<file path="src/rtl/fifo_sync_param_if.sv">
// Handshake/status bundle for fifo_sync_param: the producer/consumer side drives
// the master modport, the FIFO itself takes the slave modport.
interface fifo_sync_param_if #(
   parameter int WIDTH = 32,
   parameter int AW    = 3
);
   logic             clear;
   logic             fill;
   logic             drain;
   logic [WIDTH-1:0] d;
   logic [WIDTH-1:0] q;
   logic [AW:0]      depth;
   logic [AW:0]      count;
   logic             full;
   logic             empty;
   logic             afull;
   logic             aempty;
   logic             ovf;
   logic             udf;

   modport master (
      output clear, fill, drain, d, depth,
      input  q, count, full, empty, afull, aempty, ovf, udf
   );

   modport slave (
      input  clear, fill, drain, d, depth,
      output q, count, full, empty, afull, aempty, ovf, udf
   );
endinterface

</file>
<file path="src/rtl/fifo_sync_param.sv">
// Single-clock first-word-fall-through FIFO with runtime depth limit and level flags.
// Optional sticky overflow/underflow flags are built when FIFO_STICKY_ERR_EN is defined.
module fifo_sync_param #(
   parameter int WIDTH     = 32,
   parameter int AW        = 3,
   parameter int AF_MARGIN = 1,
   parameter int AE_LEVEL  = 1
) (
   input  logic                  i_clk,
   input  logic                  i_rst,
   fifo_sync_param_if.slave      io_bus
);
   localparam int              DEPTH   = 1 << AW;
   localparam logic [AW:0]     DEPTH_W = DEPTH[AW:0];
   localparam logic [AW:0]     AF_W    = AF_MARGIN[AW:0];
   localparam logic [AW:0]     AE_W    = AE_LEVEL[AW:0];
   localparam logic [AW:0]     ZERO_W  = {(AW+1){1'b0}};
   localparam logic [AW:0]     CNT_ONE = (AW+1)'(1'b1);
   localparam logic [AW-1:0]   PTR_ONE = AW'(1'b1);
   localparam logic [WIDTH-1:0] DATA_ZERO = {WIDTH{1'b0}};

   logic [WIDTH-1:0] r_mem [DEPTH];
   logic [AW-1:0]    r_wr_ptr;
   logic [AW-1:0]    r_rd_ptr;
   logic [AW:0]      r_count;

   logic [AW:0]      w_eff_depth;
   logic [AW:0]      w_free;
   logic [AW:0]      w_count_next;
   logic             w_full;
   logic             w_empty;
   logic             w_fill_acc;
   logic             w_drain_acc;
   logic             w_flush;

   // Zero or out-of-range depth requests fall back to the physical depth.
   always_comb begin
      w_eff_depth = DEPTH_W;
      if ((io_bus.depth != ZERO_W) && (io_bus.depth <= DEPTH_W)) begin
         w_eff_depth = io_bus.depth;
      end else begin
         w_eff_depth = DEPTH_W;
      end
   end

   assign w_flush     = i_rst | io_bus.clear;
   assign w_empty     = (r_count == ZERO_W);
   assign w_full      = (r_count >= w_eff_depth);
   // Count can exceed a freshly lowered depth, so free space saturates at zero.
   assign w_free      = w_full ? ZERO_W : (w_eff_depth - r_count);
   assign w_drain_acc = io_bus.drain & ~w_empty;
   assign w_fill_acc  = io_bus.fill & (~w_full | w_drain_acc);

   // Next occupancy from the accepted push/pop pair.
   always_comb begin
      w_count_next = r_count;
      case ({w_fill_acc, w_drain_acc})
         2'b10:   w_count_next = r_count + CNT_ONE;
         2'b01:   w_count_next = r_count - CNT_ONE;
         default: w_count_next = r_count;
      endcase
   end

   // Pointer and occupancy registers.
   always_ff @(posedge i_clk) begin
      if (w_flush) begin
         r_wr_ptr <= {AW{1'b0}};
         r_rd_ptr <= {AW{1'b0}};
         r_count  <= ZERO_W;
      end else begin
         if (w_fill_acc) begin
            r_wr_ptr <= r_wr_ptr + PTR_ONE;
         end else begin
            r_wr_ptr <= r_wr_ptr;
         end
         if (w_drain_acc) begin
            r_rd_ptr <= r_rd_ptr + PTR_ONE;
         end else begin
            r_rd_ptr <= r_rd_ptr;
         end
         r_count <= w_count_next;
      end
   end

   // Storage array; intentionally left unreset.
   always_ff @(posedge i_clk) begin
      if (!w_flush && w_fill_acc) begin
         r_mem[r_wr_ptr] <= io_bus.d;
      end
   end

   assign io_bus.q      = w_empty ? DATA_ZERO : r_mem[r_rd_ptr];
   assign io_bus.count  = r_count;
   assign io_bus.full   = w_full;
   assign io_bus.empty  = w_empty;
   assign io_bus.afull  = (w_free <= AF_W);
   assign io_bus.aempty = (r_count <= AE_W);

`ifdef FIFO_STICKY_ERR_EN
   logic r_ovf;
   logic r_udf;

   // Refused requests latch until the FIFO is reset or flushed.
   always_ff @(posedge i_clk) begin
      if (w_flush) begin
         r_ovf <= 1'b0;
         r_udf <= 1'b0;
      end else begin
         r_ovf <= r_ovf | (io_bus.fill & ~w_fill_acc);
         r_udf <= r_udf | (io_bus.drain & ~w_drain_acc);
      end
   end

   assign io_bus.ovf = r_ovf;
   assign io_bus.udf = r_udf;
`else
   assign io_bus.ovf = 1'b0;
   assign io_bus.udf = 1'b0;
`endif

endmodule

</file>
<file path="src/flat_wrapper.sv">
// flat-port wrapper written by rule: the top's interface ports become plain ports
module fifo_sync_param_flat 
#(
   parameter int WIDTH     = 32,
   parameter int AW        = 3,
   parameter int AF_MARGIN = 1,
   parameter int AE_LEVEL  = 1
)
  (i_clk, i_rst, io_bus_clear, io_bus_fill, io_bus_drain, io_bus_d, io_bus_depth, io_bus_q, io_bus_count, io_bus_full, io_bus_empty, io_bus_afull, io_bus_aempty, io_bus_ovf, io_bus_udf);
  fifo_sync_param_if #(.WIDTH(WIDTH), .AW(AW)) io_bus_i ();
  input  logic i_clk;
  input  logic i_rst;
  input wire logic [$bits(io_bus_i.clear)-1:0] io_bus_clear;
  input wire logic [$bits(io_bus_i.fill)-1:0] io_bus_fill;
  input wire logic [$bits(io_bus_i.drain)-1:0] io_bus_drain;
  input wire logic [$bits(io_bus_i.d)-1:0] io_bus_d;
  input wire logic [$bits(io_bus_i.depth)-1:0] io_bus_depth;
  output wire logic [$bits(io_bus_i.q)-1:0] io_bus_q;
  output wire logic [$bits(io_bus_i.count)-1:0] io_bus_count;
  output wire logic [$bits(io_bus_i.full)-1:0] io_bus_full;
  output wire logic [$bits(io_bus_i.empty)-1:0] io_bus_empty;
  output wire logic [$bits(io_bus_i.afull)-1:0] io_bus_afull;
  output wire logic [$bits(io_bus_i.aempty)-1:0] io_bus_aempty;
  output wire logic [$bits(io_bus_i.ovf)-1:0] io_bus_ovf;
  output wire logic [$bits(io_bus_i.udf)-1:0] io_bus_udf;
  assign io_bus_i.clear = io_bus_clear;
  assign io_bus_i.fill = io_bus_fill;
  assign io_bus_i.drain = io_bus_drain;
  assign io_bus_i.d = io_bus_d;
  assign io_bus_i.depth = io_bus_depth;
  assign io_bus_q = io_bus_i.q;
  assign io_bus_count = io_bus_i.count;
  assign io_bus_full = io_bus_i.full;
  assign io_bus_empty = io_bus_i.empty;
  assign io_bus_afull = io_bus_i.afull;
  assign io_bus_aempty = io_bus_i.aempty;
  assign io_bus_ovf = io_bus_i.ovf;
  assign io_bus_udf = io_bus_i.udf;
  fifo_sync_param #(.WIDTH(WIDTH), .AW(AW), .AF_MARGIN(AF_MARGIN), .AE_LEVEL(AE_LEVEL)) u_core (.i_clk(i_clk), .i_rst(i_rst), .io_bus(io_bus_i));
endmodule
</file>
<file path="config.mk">
export PLATFORM = sky130hd
export DESIGN_NAME = fifo_sync_param_flat
export DESIGN_NICKNAME = d
export VERILOG_FILES = /design/src/rtl/fifo_sync_param_if.sv /design/src/rtl/fifo_sync_param.sv /design/src/flat_wrapper.sv
export SDC_FILE = /design/constraint.sdc
export NUM_CORES = 1
export LEC_CHECK = 0
export BUFFER_PORTS_ARGS = -buffer_cell sky130_fd_sc_hd__buf_2
export CAP_MARGIN = 5
export CORE_ASPECT_RATIO = 0.7
export CORE_MARGIN = 1.5
export CORE_UTILIZATION = 40
export CTS_CLUSTER_DIAMETER = 50
export DETAILED_ROUTE_END_ITERATION = 8
export GPL_TIMING_DRIVEN = 0
export PLACE_DENSITY_LB_ADDON = 0.05
export SLEW_MARGIN = 15
export SYNTH_ARGS = -nofsm -noshare
export SYNTH_HDL_FRONTEND = slang
export SYNTH_SLANG_ARGS = --single-unit
export TNS_END_PERCENT = 5
</file>
<file path="constraint.sdc">
create_clock -name i_clk -period 5.31 [get_ports i_clk]
set_input_delay 0.531 -clock i_clk [delete_from_list [all_inputs] [get_ports i_clk]]
set_output_delay 0.531 -clock i_clk [all_outputs]
set_load 0.02 [all_outputs]
</file>
==> results by group <==
Synth
  • EDFF count, synth: about 260
  • Syn Area/Cell: 20.8 sq um
  • Syn Std Cell Area: 0.0106 sq mm
  • Async SR Flop Fraction: 0%
  • Gate Count Post-Synth: 510
  • Cell variety after synth: 42
  • Yosys reg bits: 269
  • Ys flop type: edfxtp_1
  • Seq/Total Area, Yosys: 74.9%
  • Yosys Warn Count: 0

Worst setup path
  • Crit end category: output pin
  • WP data arrival: 2.86 ns
  • Crit-path cells: inv_1, ha_1, or3b_4, inv_1, clkbuf_1, nor2_1, buf_2
  • Critical path launch point: u_core.io_bus.count[1]
  • CP required: 4.78 ns
  • Crit-path leading delay family: buffers and inverters
  • Worst reg2reg startpoint: u_core.io_bus.count[0]
  • CP Class: flop to output pin
  • Buf/Inv on CP: 4
  • Startpoint types: flop
  • Worst path slowest cell: clkbuf_1
  • Most frequent CP cell: inv_1
  • Max stage delay on crit path: 0.58 ns
  • CP Max Fanout: 10

Placement
  • GPL Wtd Cong: between 0.7 and 0.8
  • Placed instance count: 986
  • Dpl hpwl: 14800 um
  • IO buf count: 80
  • Post-place setup slack: 1.58 ns

STA
  • RSZ-0062 raised after global routing: no
  • Sum Neg Setup Slack: 0 ns
  • Least-Margin Pin Slew: 1.02 ns
  • Layout Skew: ~0.01 ns
  • Max frequency: a little under 300 MHz
  • Tmin final: 3.39 ns
  • Count of final hold-check violations: 0
  • Final setup margin: 1.92 ns
  • Pins over their slew limit: 0
  • Worst rel slew slack: 31.9%
  • Tcrit/Tclk final: 63.9%
  • Setup-failing EPs final: 0

Floorplanning
  • Die area: 0.0275 sq mm
  • Die height: 139 um
  • Row cnt: just under 50
  • Core area: 0.0259 sq mm
  • Boundary pin count: 83
  • DIE WIDTH: 198 um
  • Starting density of the core: 41.0%

Finish
  • Fillers: ~2200
  • Multi-input gate area: 0.00253 sq mm
  • Layout cell share with drive strength beyond 1: between 30% and 40%
  • Sequential Area: a little under 0.008 sq mm
  • Area Growth Syn to Fin: 20.2%
  • Nets: 714
  • Final cell count without fillers: 1043

Drt
  • DRT Pass-1 Iters: 4
  • ANT nets after route: 0
  • DR vias/cell: 4.97
  • Wire length per cell: approximately 21 um
  • Via count: between 5000 and 6000
  • DRT iter0 DRCs: 352
  • DRC Markers: 0
  • DRT Wirelength: 22200 um

Clock network
  • Clk pin slew, worst setup/hold paths: 0.06 ns
  • CTS max path bufs: 3
  • Num CTS Buffers: 30
  • CTS tree: yes
  • CTS H-tree depth: 1
  • Post-CTS Resized: 0
  • Clock latency on the worst-skew pair: 0.54 ns
  • Post-CTS Setup Inserts: 0
  • Root buf cell: clkbuf_16
  • Hold_buf cts: 0
  • Clock sink total: 269

Min path
  • Worst hold-check path type: input pin to flop
  • Worst Hold Launch: io_bus_d[23]

Global route
  • Initial antenna violation count: 1
  • GRT Overall Usage: 16.5%
  • Pin count of the biggest net entering global routing: 33
  • Vias in the first global route: approximately 5400
  • GRT overflow: 0
  • First-pass GRT wire length: 33600 um

Power and ir drop
  • Leak: 4.22 nW
  • PwrDens: 363 mW/mm^2
  • Peak supply drop: 0.232 mV
  • Total power: approximately 4.6 mW

Outcome
  • Status: finished, final reports clean

Job
  • Max_cap viols: 0
[per-stage QoR]
step | cell area, sq um | hold slack, ns | utilization [%]
global route | 12800 | 0.254 | 49.3
CTS | 12800 | 0.243 | 49.3
global placement | 11500 | 0.513 | 44.3
floorplan | 10600 | 0.485 | -
detailed placement | 11800 | 0.515 | 45.6
finish | 12800 | 0.261 | 49.3
[flip-flops by register name (all words and copies together) (netlist names), named ones only]
name	count
u_core.r_mem	256
u_core.io_bus.count	4
u_core.r_rd_ptr	3
u_core.r_wr_ptr	3
[cells in the mapped netlist, drive strengths merged, types with 3 or more instances]
| cell type | instances | area share, % |
|---|---|---|
| edfxtp | 256 | 72 |
| mux4 | 64 | 14 |
| nor2 | 42 | 1.5 |
| mux2i | 37 | 3.5 |
| buf | 20 | 1.1 |
| dfxtp | 13 | 2.5 |
| ha | 11 | 1.3 |
| clkbuf | 7 | 0.26 |
| inv | 7 | 0.25 |
| nand2 | 6 | 0.21 |
| nor2b | 4 | 0.24 |
| nor3 | 4 | 0.19 |
| xor2 | 4 | 0.33 |
| or2 | 3 | 0.18 |
| or3 | 3 | 0.18 |
[path summary, 6_finish.rpt]
path,endpoint,slack [ns],cells after the start
min,u_core.r_mem[2][23],0.26,1
max,io_bus_q[18],1.92,7
max reg2reg,u_core.r_mem[0][1],2.02,9
min reg2reg,u_core.r_rd_ptr[2],0.53,2
[report_power, final]
part | switching, mW | internal, mW | total [mW] | leakage (nW)
combinational | 0.199 | 0.119 | 0.318 | 1.34
clock | 0.811 | 1.16 | 1.97 | 0.471
sequential | 0.00684 | 2.34 | 2.34 | 2.41
[routing by layer]
layer / vias to the layer above / global-route usage [%] / part of all wire (%)
li1: 2382 / - / -
met1: 2668 / 24.0 / 47
met2: 104 / 26.6 / 48
met3: 31 / 2.64 / 3.9
met4: 0 / 3.50 / 1.9
met5: - / 0 / 0
[kinds of logic (layout without fill, tap and decap cells)]
family / Yosys count / in the layout / synth area share (%)
AO/OA/AOI/OAI: 9 / 9 / 0.684
XOR/XNOR: 6 / 6 / 0.495
adder cells (fa/ha/maj): 12 / 12 / 1.49
buffers and inverters: 34 / 208 / 1.65
flip-flops: 269 / 269 / 74.9
multiplexers: 101 / 101 / 17.1
other: 1 / 3 / 0.0353
AND/OR/NAND/NOR: 78 / 78 / 3.67
[cell type report]
type,instances,share of cell area (%)
clock buffers,35,6.20
flip-flops and latches,269,62.3
plain buffers,27,1.17
clock inverters,21,1.31
repair buffers,118,5.44
diodes,1,0.0196
multi-input cells,208,19.9
well taps,357,3.50
inverters,7,0.206
[placed cells by master (no fill, tap or decap), drive strengths merged, types with 4 or more instances in the layout]
cell type and n:
buf 138, clkbuf 42, clkinv 16, dfxtp 13, edfxtp 256, ha 11
inv 9, mux2i 37, mux4 64, nand2 6, nor2 42, nor2b 4
nor3 4, xor2 4
Note: power is estimated with default switching activity, not from simulation.
